$ cat src/rtl/data_bus_arbiter.sv
// ---------------------------------------------------------------------------
// data_bus_arbiter
//
// Two-master, one-slave arbiter for the shared data-memory port.
//   master 0 : core LSU data bus
//   master 1 : secondary requester (program loader / DMA)
//   slave    : data RAM, accepts one request per cycle and returns read data
//              exactly RD_LAT cycles after accepting a read.
//
// Handshake: a master raises mN_req_i with its attributes and holds them
// until mN_gnt_o is seen high in the same cycle; that cycle is the transfer.
// Dropping req before the grant cancels the access. Writes complete at the
// grant. Reads return mN_rvalid_o/mN_rdata_o for exactly one cycle, RD_LAT
// cycles after the grant; no new grant is issued while a read is pending.
//
// Ports:
//   clk_i, arst_i                 clock (rising edge), async active-high reset
//   mN_req_i/we_i/be_i/addr_i/wdata_i   master N request and attributes
//   mN_gnt_o                      master N request accepted this cycle
//   mN_rvalid_o, mN_rdata_o       master N read data return
//   data_req_o/we_o/be_o/addr_o/wdata_o  slave request and attributes
//   data_rdata_i                  slave read data
//
// Parameter:
//   RD_LAT  read latency of the slave in cycles, legal range 1..7
// ---------------------------------------------------------------------------
module data_bus_arbiter #(
    parameter int RD_LAT = 1
) (
    input  logic        clk_i,
    input  logic        arst_i,

    input  logic        m0_req_i,
    input  logic        m0_we_i,
    input  logic [3:0]  m0_be_i,
    input  logic [31:0] m0_addr_i,
    input  logic [31:0] m0_wdata_i,
    output logic        m0_gnt_o,
    output logic        m0_rvalid_o,
    output logic [31:0] m0_rdata_o,

    input  logic        m1_req_i,
    input  logic        m1_we_i,
    input  logic [3:0]  m1_be_i,
    input  logic [31:0] m1_addr_i,
    input  logic [31:0] m1_wdata_i,
    output logic        m1_gnt_o,
    output logic        m1_rvalid_o,
    output logic [31:0] m1_rdata_o,

    output logic        data_req_o,
    output logic        data_we_o,
    output logic [3:0]  data_be_o,
    output logic [31:0] data_addr_o,
    output logic [31:0] data_wdata_o,
    input  logic [31:0] data_rdata_i
);

    localparam logic [0:0] ST_IDLE  = 1'b0;
    localparam logic [0:0] ST_RWAIT = 1'b1;

    localparam logic [2:0] WCNT_INIT = 3'(RD_LAT - 1);

    logic [0:0] state;
    logic       owner;
    logic       last;
    logic [2:0] wcnt;

    logic       gnt0;
    logic       gnt1;
    logic       any_gnt;
    logic       sel_we;
    logic       rd_done;

    // Round-robin: under contention the master that was not granted last
    // wins. last resets to 1 so master 0 takes the first conflict.
    always_comb begin
        gnt0    = (state == ST_IDLE) & m0_req_i & (~m1_req_i | last);
        gnt1    = (state == ST_IDLE) & m1_req_i & (~m0_req_i | ~last);
        any_gnt = gnt0 | gnt1;
        sel_we  = gnt1 ? m1_we_i : m0_we_i;
        rd_done = (state == ST_RWAIT) && (wcnt == 3'd0);
    end

    // All outputs are held at zero while reset is asserted, independently
    // of what the masters are driving.
    always_comb begin
        m0_gnt_o     = ~arst_i & gnt0;
        m1_gnt_o     = ~arst_i & gnt1;
        data_req_o   = ~arst_i & any_gnt;
        data_we_o    = 1'b0;
        data_be_o    = 4'd0;
        data_addr_o  = 32'd0;
        data_wdata_o = 32'd0;
        if (!arst_i && gnt0) begin
            data_we_o    = m0_we_i;
            data_be_o    = m0_be_i;
            data_addr_o  = m0_addr_i;
            data_wdata_o = m0_wdata_i;
        end else if (!arst_i && gnt1) begin
            data_we_o    = m1_we_i;
            data_be_o    = m1_be_i;
            data_addr_o  = m1_addr_i;
            data_wdata_o = m1_wdata_i;
        end
        m0_rvalid_o = ~arst_i & rd_done & ~owner;
        m1_rvalid_o = ~arst_i & rd_done & owner;
        m0_rdata_o  = m0_rvalid_o ? data_rdata_i : 32'd0;
        m1_rdata_o  = m1_rvalid_o ? data_rdata_i : 32'd0;
    end

    always_ff @(posedge clk_i or posedge arst_i) begin
        if (arst_i) begin
            state <= ST_IDLE;
            owner <= 1'b0;
            last  <= 1'b1;
            wcnt  <= 3'd0;
        end else begin
            case (state)
                ST_IDLE: begin
                    if (any_gnt) begin
                        last <= gnt1;
                        if (!sel_we) begin
                            owner <= gnt1;
                            wcnt  <= WCNT_INIT;
                            state <= ST_RWAIT;
                        end
                    end
                end
                ST_RWAIT: begin
                    // Data is delivered in the wcnt == 0 cycle; arbitration
                    // resumes on the following cycle.
                    if (wcnt == 3'd0) begin
                        state <= ST_IDLE;
                    end else begin
                        wcnt <= wcnt - 3'd1;
                    end
                end
                default: state <= ST_IDLE;
            endcase
        end
    end

endmodule
$ cat config.mk
export PLATFORM = sky130hd
export DESIGN_NAME = data_bus_arbiter
export DESIGN_NICKNAME = d
export VERILOG_FILES = /design/src/rtl/data_bus_arbiter.sv
export SDC_FILE = /design/constraint.sdc
export NUM_CORES = 1
export LEC_CHECK = 0
export ABC_AREA = 1
export BUFFER_PORTS_ARGS = -buffer_cell sky130_fd_sc_hd__buf_2
export CAP_MARGIN = 30
export CELL_PAD_IN_SITES_DETAIL_PLACEMENT = 1
export CELL_PAD_IN_SITES_GLOBAL_PLACEMENT = 2
export CORE_MARGIN = 5
export CORE_UTILIZATION = 10
export DETAILED_ROUTE_END_ITERATION = 6
export PLACE_DENSITY = 0.95
export SYNTH_ARGS = -nofsm -noshare
export SYNTH_HDL_FRONTEND = slang
export SYNTH_SLANG_ARGS = --single-unit
export TNS_END_PERCENT = 5
$ cat constraint.sdc
create_clock -name clk_i -period 1.46 [get_ports clk_i]
set_input_delay 0.219 -clock clk_i [delete_from_list [all_inputs] [get_ports clk_i]]
set_output_delay 0.219 -clock clk_i [all_outputs]
set_load 0.1 [all_outputs]
==> results of run 1 <==
-- metrics by stage --
step	util	TNS [ns]
6_report	0.431	-64.17
5_1_grt	0.431	-73.55
4_1_cts	0.401	-63.29
3_5_place_dp	0.380	-35.62
3_3_place_gp	0.380	-29.76
2_1_floorplan	-	-65.20
-- metal layers --
layer,vias up,part of all wire
met2,200,0.56
met5,-,0
met1,1652,0.36
li1,1778,-
met3,13,0.073
met4,0,0.012
-- registers in the layout (all words and copies together) (netlist names) --
register,flops
last,1
wcnt,3
state,1
owner,1
-- final cells by class --
cell class,count,area (µm²)
fillers,1866,9340
clock buffers,4,78.8
well taps,220,275
repair inverters,1,16.3
repair buffers,361,4350
inverters,46,208
multi-input cells,302,1990
flip-flops and latches,6,153
-- cells in the final DEF (no fill, tap or decap), drive strengths merged --
master and n:
nor2 68, or2 1, nor3 1, dfrtp 5, nand2 217, clkinv 1
o21ai 3, ha 2, nand3 5, bufinv 2, nand4 4, clkinvlp 2
dfstp 1, buf 353, a21oi 1, inv 42, clkbuf 12
-- worst max-delay path, delay by kind of cell, from the launching register on --
kind                       cells  cell delay, ns
DFF                            1            0.38
adders and majority gates      2            0.28
buffers and inverters          4            0.63
and+or+nand+nor                2            0.24
-- report_power, final --
group | switching (mW) | internal, mW | leakage [nW]
Sequential | 0.0692 | 0.251 | 0.0737
Combinational | 5.51 | 3.10 | 3.29
Clock | 0.111 | 0.364 | 0.0382
-- cells by family after synthesis --
logic type,after synthesis,share of synthesized area
flip-flops,6,0.0915
buffers and inverters,66,0.191
AO/OA/AOI/OAI,4,0.0144
AND/OR/NAND/NOR,296,0.688
adder cells (fa/ha/maj),2,0.0151
-- repair_timing --
action / in CTS / in global routing
cloned: 2 / 10
setup endpoints to repair: 138 / 141
setup buffers: 4 / 4
gates resized for setup: 60 / 71
pin swaps: 9 / 38
-- worst min path at each step --
stage	startpoint	endpoint	slack (ns)	cells past startpoint
2_1_floorplan	arst_i	owner	0.03	1
3_3_place_gp	arst_i	state	0.26	3
3_5_place_dp	arst_i	wcnt[2]	0.26	3
4_1_cts	arst_i	state	0.03	3
5_1_grt	arst_i	wcnt[2]	0.09	3
6_report	arst_i	state	0.04	3
==> flow_summary_export.csv, run 1 <==
group,metric,value,unit
run_status,status,"finished with violations",
run_status,failed_checks,"negative setup slack",
power,total_power,9.40,mW
floorplanning,dieWidth,139,µm
floorplanning,die_height,139,µm
sta,unrepaired_setup_endpoints_after_global_routing,"true",
clock_tree,clkSinkCount,6,
synth,syn_inst,374,
cells_and_area,final_cell_area,7070,µm²
sta,fin_crit,2.00,ns
sta,timing.clock.skew,0.000860,ns
cells_and_area,finish.net_count,897,
global_route,initial_antenna_violation_count,0,
synth,postSynthNetCount,550,
synth,synth.top_cells.by_area,"nand2_1 (49%), nor2_1 (15%), inv_1 (9.8%)",
clock_tree,cts-htree-levels,1,
clock_tree,cts_buffer_depth,2,
sta,fin_ws,-0.541,ns
worst_setup_path,cp-endpoint,"m1_rdata_o[11]",
power,p_per_area,1330,nW/µm²
synth,synth-edff-count,0,
sta,finalSetupViolations,138,
global_route,grt_usage,0.148,
worst_setup_path,setup.worst_path.class,"register to primary output",
synth,synth_top_cell_area_share,0.490,
place,dp.final_hpwl,12900,µm
sta,report.final.slew_viol_count,0,
worst_hold_path,hold_crit_class,"input pin to asynchronous set/reset pin",
sta,fmax,500,MHz
place,placement_cell_area,6230,µm²
global_route,grt_pass1_wl,23300,µm
worst_setup_path,r2r_cells,9,
global_route,largest_net_degree_at_the_start_of_global_routing,40,
clock_tree,cts_tree,"yes",
worst_setup_path,crit_slowest_cell,"dfrtp_1",
floorplanning,placementRows,47,
route,drc_markers,0,
place,post-place-ws,-0.437,ns
synth,synthDistinctLibCells,18,
worst_setup_path,r2r_end,"wcnt[2]",
clock_tree,later_pin_clock_latency_in_the_skew_report,0.23,ns
synth,synthesis.area_per_instance,4.43,µm²
clock_tree,cts_root_buf,"clkbuf_16",
route,vias_per_cell,3.88,
cells_and_area,layout-area-overhead-vs-synth,327,%
global_route,gr-usage-met3,0.0424,
global_route,grt_overflow,0,
worst_setup_path,critPathMaxFanout,3,
job,cap_viol_max_count,0,
sta,fin_crit_sh,1.37,
worst_setup_path,worst-endpoint-arrival,1.78,ns
sta,fin_hold_ws,0.0418,ns
synth,yosys_warnings,0,
global_route,vias_in_the_first_global_route,4096,
worst_setup_path,reg2reg_slack,0.03,ns
clock_tree,numCtsBuffers,3,
worst_setup_path,critPathMaxStageDelay,0.38,ns
sta,final_hold_vio_count,0,
floorplanning,core-area,16400,µm²
synth,yosysMostFrequentCell,"nand2_1",
clock_tree,cts_hold_buf,0,
place,port-buffer-count,311,
global_route,grtUsageMet1,0.156,
cells_and_area,antenna-diode-count,0,
power,leakage_power_of_the_design,3.40,nW
worst_setup_path,timing.critical_path.to_type,"primary output",
global_route,global_route.peak_usage_layer,"met2",
synth,ys_seq_elements,6,
global_route,grt_use_met2,0.295,
floorplanning,ioPinCount,312,
synth,synth_top_cell_by_area,"nand2_1",
power,ir_drop,693,µV
worst_setup_path,crit_path_start_kind,"register",
route,final_antenna_net_count,0,
route,wirelength_per_cell,17.3,µm
worst_setup_path,timing.critical_path.cells,"inv_2 -> ha_4 -> ha_4 -> nand4_1 -> buf_4 -> buf_4 -> nor2_4 -> buf_12",
clock_tree,path_clk_slew,0.04,ns
sta,slew_headroom,0.835,
synth,synth_common_cells,"nand2_1 (216), nor2_1 (68), inv_1 (43)",
synth,synth.yosys.seq_area_share,0.0915,
route,drt_first_iter_violations,63,
place,routabilityCongestion,0.872,
worst_setup_path,worst_setup_path_start,"wcnt[0]",
synth,synthFlopType,"dfrtp_1",
cells_and_area,final-instance-count-excl-fill,940,
floorplanning,start_util,0.101,
sta,worstMarginPinSlew,0.247,ns
cells_and_area,drive_above_1_share,0.739,
synth,ys_async_sr_fraction,1.00,
worst_setup_path,critical_path_required,1.24,ns
route,post_detailed_routing_wire_length,16300,µm
route,drt-pass1-iter-count,4,
place,placed_cells,916,
worst_setup_path,r2r-start,"last",
route,overall_via_count_from_detail_route,3643,
synth,syn_area,1660,µm²
floorplanning,die_area,19200,µm²
(Power assumes the default switching activity.)
==> inputs of run 2 (changes only) <==
Settings changed: ABC_AREA 1 to 0, REMOVE_ABC_BUFFERS set to 1.
==> run 2 against run 1 <==
The run still ends with negative setup slack left. Final area is 8.0% lower. Global-route usage is 0.87 points higher. Worst hold slack better by 0.083 ns. Synthesized cell count is 47% lower. Sequential share of layout area is 0.19 points higher. Non-clock buffer count is 8 higher. Combinational power is 2% higher. Maximum frequency is 8.5% lower. Utilization is 0.46 points lower. Final cell count is 19% lower. Via count is 14% lower. Synthesized area is 5.8% lower. Critical endpoint is now data_wdata_o[2].
==> flow_summary_export.csv, run 2 <==
group,metric,value,unit
floorplanning,start_util,0.102,
synth,synthDistinctLibCells,25,
floorplanning,core-area,15300,µm²
worst_setup_path,r2r-start,"wcnt[0]",
worst_setup_path,critical_path_required,1.24,ns
sta,final_hold_vio_count,0,
cells_and_area,final_common_cell,"buf_2",
route,post_detailed_routing_wire_length,15900,µm
run_status,status,"finished with violations",
sta,report.final.slew_viol_count,0,
synth,yosys_warnings,0,
route,wirelength_per_cell,20.9,µm
route,drt_first_iter_violations,59,
worst_setup_path,crit_path_frequent_cell,"buf_12",
route,overall_via_count_from_detail_route,3129,
global_route,grt_usage,0.157,
worst_setup_path,worst-endpoint-arrival,1.97,ns
power,clockPowerShare,0.049,
worst_setup_path,critPathMaxFanout,17,
synth,synth-edff-count,0,
global_route,largest_net_degree_at_the_start_of_global_routing,34,
route,drt-pass1-iter-count,4,
power,p_per_area,1460,nW/µm²
cells_and_area,finish.net_count,725,
synth,synth.top_cells.by_area,"a22o_1 (40%), and2_1 (26%), dfrtp_1 (8.0%)",
clock_tree,cts_root_buf,"clkbuf_16",
clock_tree,cts_buffer_depth,2,
route,drc_markers,0,
floorplanning,ioPinCount,312,
power,leakage_power_of_the_design,3.09,nW
global_route,grt_overflow,0,
worst_setup_path,cp_top_family,"buffers and inverters",
worst_setup_path,timing.critical_path.cells,"nor2b_4 -> nor4b_4 -> buf_12 -> buf_12 -> a22o_1 -> buf_12",
sta,slew_headroom,0.823,
power,p_sw_frac,0.587,
place,placed_cells,741,
route,vias_per_cell,4.12,
worst_setup_path,path_buf_inv,3,
sta,timing.clock.skew,0.00283,ns
worst_hold_path,hold_crit_class,"input pin to asynchronous set/reset pin",
route,final_antenna_net_count,0,
synth,synthFlopType,"dfrtp_1",
clock_tree,numCtsBuffers,3,
place,routabilityCongestion,0.732,
worst_setup_path,setup.worst_path.class,"register to primary output",
synth,synthesis.area_per_instance,7.91,µm²
floorplanning,placementRows,45,
sta,worstMarginPinSlew,0.265,ns
floorplanning,die_area,18200,µm²
synth,synth_common_cells,"a22o_1 (71), and2_1 (64), buf_2 (10)",
worst_setup_path,worst_setup_path_start,"last",
cells_and_area,layout-area-overhead-vs-synth,317,%
power,power.sequential.fraction,0.030,
run_status,failed_checks,"negative setup slack",
sta,fin_ws,-0.727,ns
power,total_power,9.52,mW
sta,unrepaired_setup_endpoints_after_global_routing,"true",
worst_setup_path,crit_path_start_kind,"register",
place,dp.final_hpwl,13400,µm
power,combinationalPowerShare,0.921,
synth,yosysMostFrequentCell,"a22o_1",
global_route,vias_in_the_first_global_route,3463,
sta,finalSetupViolations,138,
power,internal_power,3.94,mW
synth,ys_seq_elements,6,
cells_and_area,largest_register_ffs,3,
sta,fmax,457,MHz
clock_tree,path_clk_slew,0.04,ns
global_route,initial_antenna_violation_count,3,
job,cap_viol_max_count,0,
synth,synth.yosys.seq_area_share,0.0971,
synth,syn_inst,197,
sta,fin_crit,2.19,ns
synth,synth_top_cell_area_share,0.399,
clock_tree,later_pin_clock_latency_in_the_skew_report,0.23,ns
synth,synth_top_cell_by_area,"a22o_1",
power,ir_drop,655,µV
clock_tree,cts-htree-levels,1,
clock_tree,cts_hold_buf,0,
sta,fin_crit_sh,1.50,
synth,ys_async_sr_fraction,1.00,
floorplanning,die_height,135,µm
global_route,grt_pass1_wl,21800,µm
clock_tree,cts_tree,"yes",
worst_setup_path,crit_slowest_cell,"dfstp_2",
cells_and_area,n_fill_cell,1646,
clock_tree,clkSinkCount,6,
cells_and_area,layout_common_cells,"buf_2 (173), buf_12 (150), a22o_1 (36)",
cells_and_area,regMostFlops,"wcnt",
worst_setup_path,critPathMaxStageDelay,0.57,ns
worst_setup_path,timing.critical_path.to_type,"primary output",
synth,syn_area,1560,µm²
place,port-buffer-count,311,
power,p_sw,5.59,mW
cells_and_area,final-instance-count-excl-fill,760,
cells_and_area,drive_above_1_share,0.828,
floorplanning,dieWidth,135,µm
cells_and_area,fin_util,0.426,
place,post-place-ws,-0.486,ns
sta,fin_hold_ws,0.125,ns
[run 2: cell count changes after synthesis, moves of 4 or more]
cell and change:
nand4_1 -4, and2_1 +64, nor2_1 -64, nand3_1 -4, a22o_1 +71, inv_1 -38
clkbuf_1 +5, nand2_1 -213
[run 2: path summary, 6_finish.rpt]
check / cells after the start / slack [ns] / end
worst min register to register: 1 / 0.56 / last
min in group clk_i: 2 / 0.20 / last
worst max-delay path: 6 / -0.73 / data_wdata_o[2]
worst min-delay path: 3 / 0.12 / state
max in group asynchronous: 3 / 1.08 / last
worst max register to register: 8 / 0.04 / wcnt[1]
[run 2: timing repair]
item / CTS / global route
buffers inserted: 10 / 1
setup endpoints to repair: 138 / 139
cloned: 3 / 1
gates resized for setup: 62 / 33
pin swaps: 66 / 28
[run 2: through the flow]
stage / setup TNS, ns / cell area, µm²
finish: -83.05 / 6500
global route: -91.19 / 6500
CTS: -86.62 / 6260
detailed placement: -56.78 / 5770
global placement: -49.12 / 5770
floorplan: -402.23 / 1410
[run 2: logic make-up (layout without fill, tap and decap cells)]
| kind of cell | Yosys count | in the layout | share of synthesized area |
|---|---|---|---|
| buffers and inverters | 27 | 378 | 0.107 |
| AO/OA/AOI/OAI | 83 | 83 | 0.450 |
| AND/OR/NAND/NOR | 79 | 79 | 0.330 |
| other | 0 | 1 | 0 |
| adder cells (fa/ha/maj) | 2 | 2 | 0.0160 |
| flip-flops | 6 | 6 | 0.0971 |
[run 2: routing by layer]
metal	up-vias	track usage	part of all wire
met5	-	0	0.0021
met4	4	0.0153	0.0035
met3	10	0.0544	0.11
met2	214	0.316	0.55
met1	1461	0.159	0.33
li1	1440	-	-
[run 2: layout make-up]
cell class,instances,area [µm²],share of cell area
antenna,1,2.50,0.000385
sequential,6,153,0.0235
clock buffer,4,78.8,0.0121
inverter,5,18.8,0.00289
timing repair buffer,369,4310,0.663
multi-input combinational,164,1680,0.258
tap,211,264,0.0406
[run 2: worst reg2reg max path: cells and delay by family (launching register included)]
| kind | cells | cell delay (ns) |
|---|---|---|
| buffers and inverters | 3 | 0.32 |
| adders and majority gates | 2 | 0.32 |
| and+or+nand+nor | 1 | 0.06 |
| DFF | 1 | 0.35 |
| AOI/OAI and AO/OA | 2 | 0.26 |
[run 2: power by group through the flow]
stage          Combinational, mW  Sequential [mW]  Clock (mW)
3_5_place_dp                8.26            0.280           0
3_3_place_gp                8.15            0.273           0
4_1_cts                     8.60            0.285       0.472
6_report                    8.77            0.283       0.466
2_1_floorplan               4.72            0.284           0
5_1_grt                     9.01            0.294       0.488
==> inputs of run 3 (changes only) <==
Settings changed: BUFFER_PORTS_ARGS -buffer_cell sky130_fd_sc_hd__buf_2 to -buffer_cell sky130_fd_sc_hd__clkbuf_2.
==> run 3 against run 2 <==
The flow still finishes with violations (negative setup slack). Utilization decreased by 1.0 points. Worst setup slack improved by 0.063 ns. First-iteration DRC count decreased by 44%. Clock power decreased by 1%. Critical path depth increased by 3. Final cell count decreased by 1.8%. Sequential share of layout area increased by 0.056 points. Total power decreased by 1.7%. Maximum frequency increased by 2.9%. Clock skew about the same.
==> flow_summary_export.csv, run 3 (same netlist as run 2, synthesis figures left out) <==
group,metric,value,unit
route,wirelength_per_cell,20.4,µm
route,drt_first_iter_violations,33,
global_route,grt_overflow,0,
run_status,status,"finished with violations",
worst_setup_path,r2r_cells,8,
worst_setup_path,crit_path_start_kind,"register",
route,drc_markers,0,
clock_tree,cts_root_buf,"clkbuf_16",
global_route,initial_antenna_violation_count,4,
sta,fmax,471,MHz
worst_setup_path,r2r-start,"wcnt[0]",
worst_setup_path,worst_setup_path_start,"wcnt[0]",
route,overall_via_count_from_detail_route,3107,
clock_tree,cts_tree,"yes",
worst_setup_path,reg2reg_slack,0.01,ns
sta,fin_crit,2.12,ns
cells_and_area,layout_common_cells,"clkbuf_2 (173), buf_12 (145), and2_4 (60)",
place,post-place-ws,-0.486,ns
clock_tree,cts_buffer_depth,2,
sta,fin_crit_sh,1.46,
worst_setup_path,critical_path_required,1.24,ns
cells_and_area,finish.net_count,709,
clock_tree,later_pin_clock_latency_in_the_skew_report,0.23,ns
floorplanning,ioPinCount,312,
sta,timing.clock.skew,0.00322,ns
run_status,failed_checks,"negative setup slack",
floorplanning,placementRows,45,
floorplanning,core-area,15300,µm²
global_route,grt_pass1_wl,21000,µm
worst_setup_path,critPathMaxFanout,8,
route,vias_per_cell,4.16,
clock_tree,clkSinkCount,6,
route,drt-pass1-iter-count,4,
sta,worstMarginPinSlew,0.344,ns
global_route,largest_net_degree_at_the_start_of_global_routing,65,
clock_tree,numCtsBuffers,3,
sta,report.final.slew_viol_count,0,
worst_setup_path,timing.critical_path.to_type,"primary output",
global_route,vias_in_the_first_global_route,3449,
place,port-buffer-count,311,
sta,unrepaired_setup_endpoints_after_global_routing,"true",
sta,finalSetupViolations,138,
route,final_antenna_net_count,0,
global_route,grt_usage,0.151,
clock_tree,cts-htree-levels,1,
clock_tree,path_clk_slew,0.04,ns
route,post_detailed_routing_wire_length,15200,µm
worst_setup_path,r2r_end,"wcnt[1]",
place,routabilityCongestion,0.722,
worst_setup_path,worst-endpoint-arrival,1.91,ns
floorplanning,die_height,135,µm
clock_tree,cts_hold_buf,0,
worst_setup_path,setup.worst_path.class,"register to primary output",
floorplanning,start_util,0.102,
cells_and_area,drive_above_1_share,0.870,
sta,final_hold_vio_count,0,
floorplanning,die_area,18200,µm²
sta,slew_headroom,0.771,
worst_hold_path,hold_crit_class,"input pin to asynchronous set/reset pin",
power,ir_drop,710,µV
cells_and_area,final_common_cell,"clkbuf_2",
power,p_per_area,1470,nW/µm²
job,cap_viol_max_count,0,
power,leakage_power_of_the_design,3.04,nW
cells_and_area,largest_register_ffs,3,
power,total_power,9.36,mW
floorplanning,dieWidth,135,µm
cells_and_area,regMostFlops,"wcnt",
sta,fin_ws,-0.664,ns
cells_and_area,layout-area-overhead-vs-synth,307,%
place,dp.final_hpwl,13100,µm
-- run 3: worst max-delay path by stage --
stage	end
final	m1_rdata_o[25]
after global routing	m1_rdata_o[25]
after CTS	m1_rdata_o[6]
after detailed placement	m1_rdata_o[20]
after global placement	m1_rdata_o[4]
after floorplan	data_addr_o[0]
-- run 3: cell type report --
class / instances / area (µm²)
Fill cell: 1646 / 8910
Timing Repair Buffer: 353 / 4110
Multi-Input combinational cell: 164 / 1720
Tap cell: 211 / 264
Sequential cell: 6 / 153
Clock buffer: 4 / 78.8
Inverter: 5 / 18.8
Antenna cell: 3 / 7.51
-- run 3: routing by layer --
layer,part of all wire,global-route usage,vias up
met3,0.11,0.0529,16
met2,0.52,0.281,212
met1,0.35,0.160,1464
li1,-,-,1413
met5,0.00086,0,-
met4,0.019,0.0419,2
-- run 3: stage by stage --
stage	hold slack, ns	TNS [ns]	instance area [µm²]	cells	utilization
floorplan	0.00923	-402.23	1410	175	-
global placement	0.374	-49.49	5650	731	0.370
detailed placement	0.380	-53.05	5650	731	0.370
CTS	0.170	-84.94	6130	738	0.401
global route	0.213	-88.09	6350	746	0.416
finish	0.172	-77.84	6350	746	0.416
-- run 3: power by group --
part	internal (mW)	switching, mW	leakage (nW)
clock network	0.363	0.0969	0.0382
registers	0.220	0.0618	0.0766
logic	3.26	5.37	2.93
total	3.84	5.53	3.04
-- run 3: what timing repair did --
action | in CTS | in global routing
setup endpoints to repair | 138 | 140
setup buffers | 2 | 5
resized for setup | 71 | 49
cloned | 1 | 2
pin swaps | 69 | 54
endpoints found under the hold margin | 0 | 0
-- run 3: critical path, cell delays in order, from the launching register on --
cell and delay [ns]:
dfrtp_1 0.38, inv_2 0.08, ha_4 0.14, ha_4 0.14, nand2_4 0.06, nor3b_4 0.22
buf_6 0.16, clkbuf_16 0.16, and2_4 0.15, buf_12 0.16
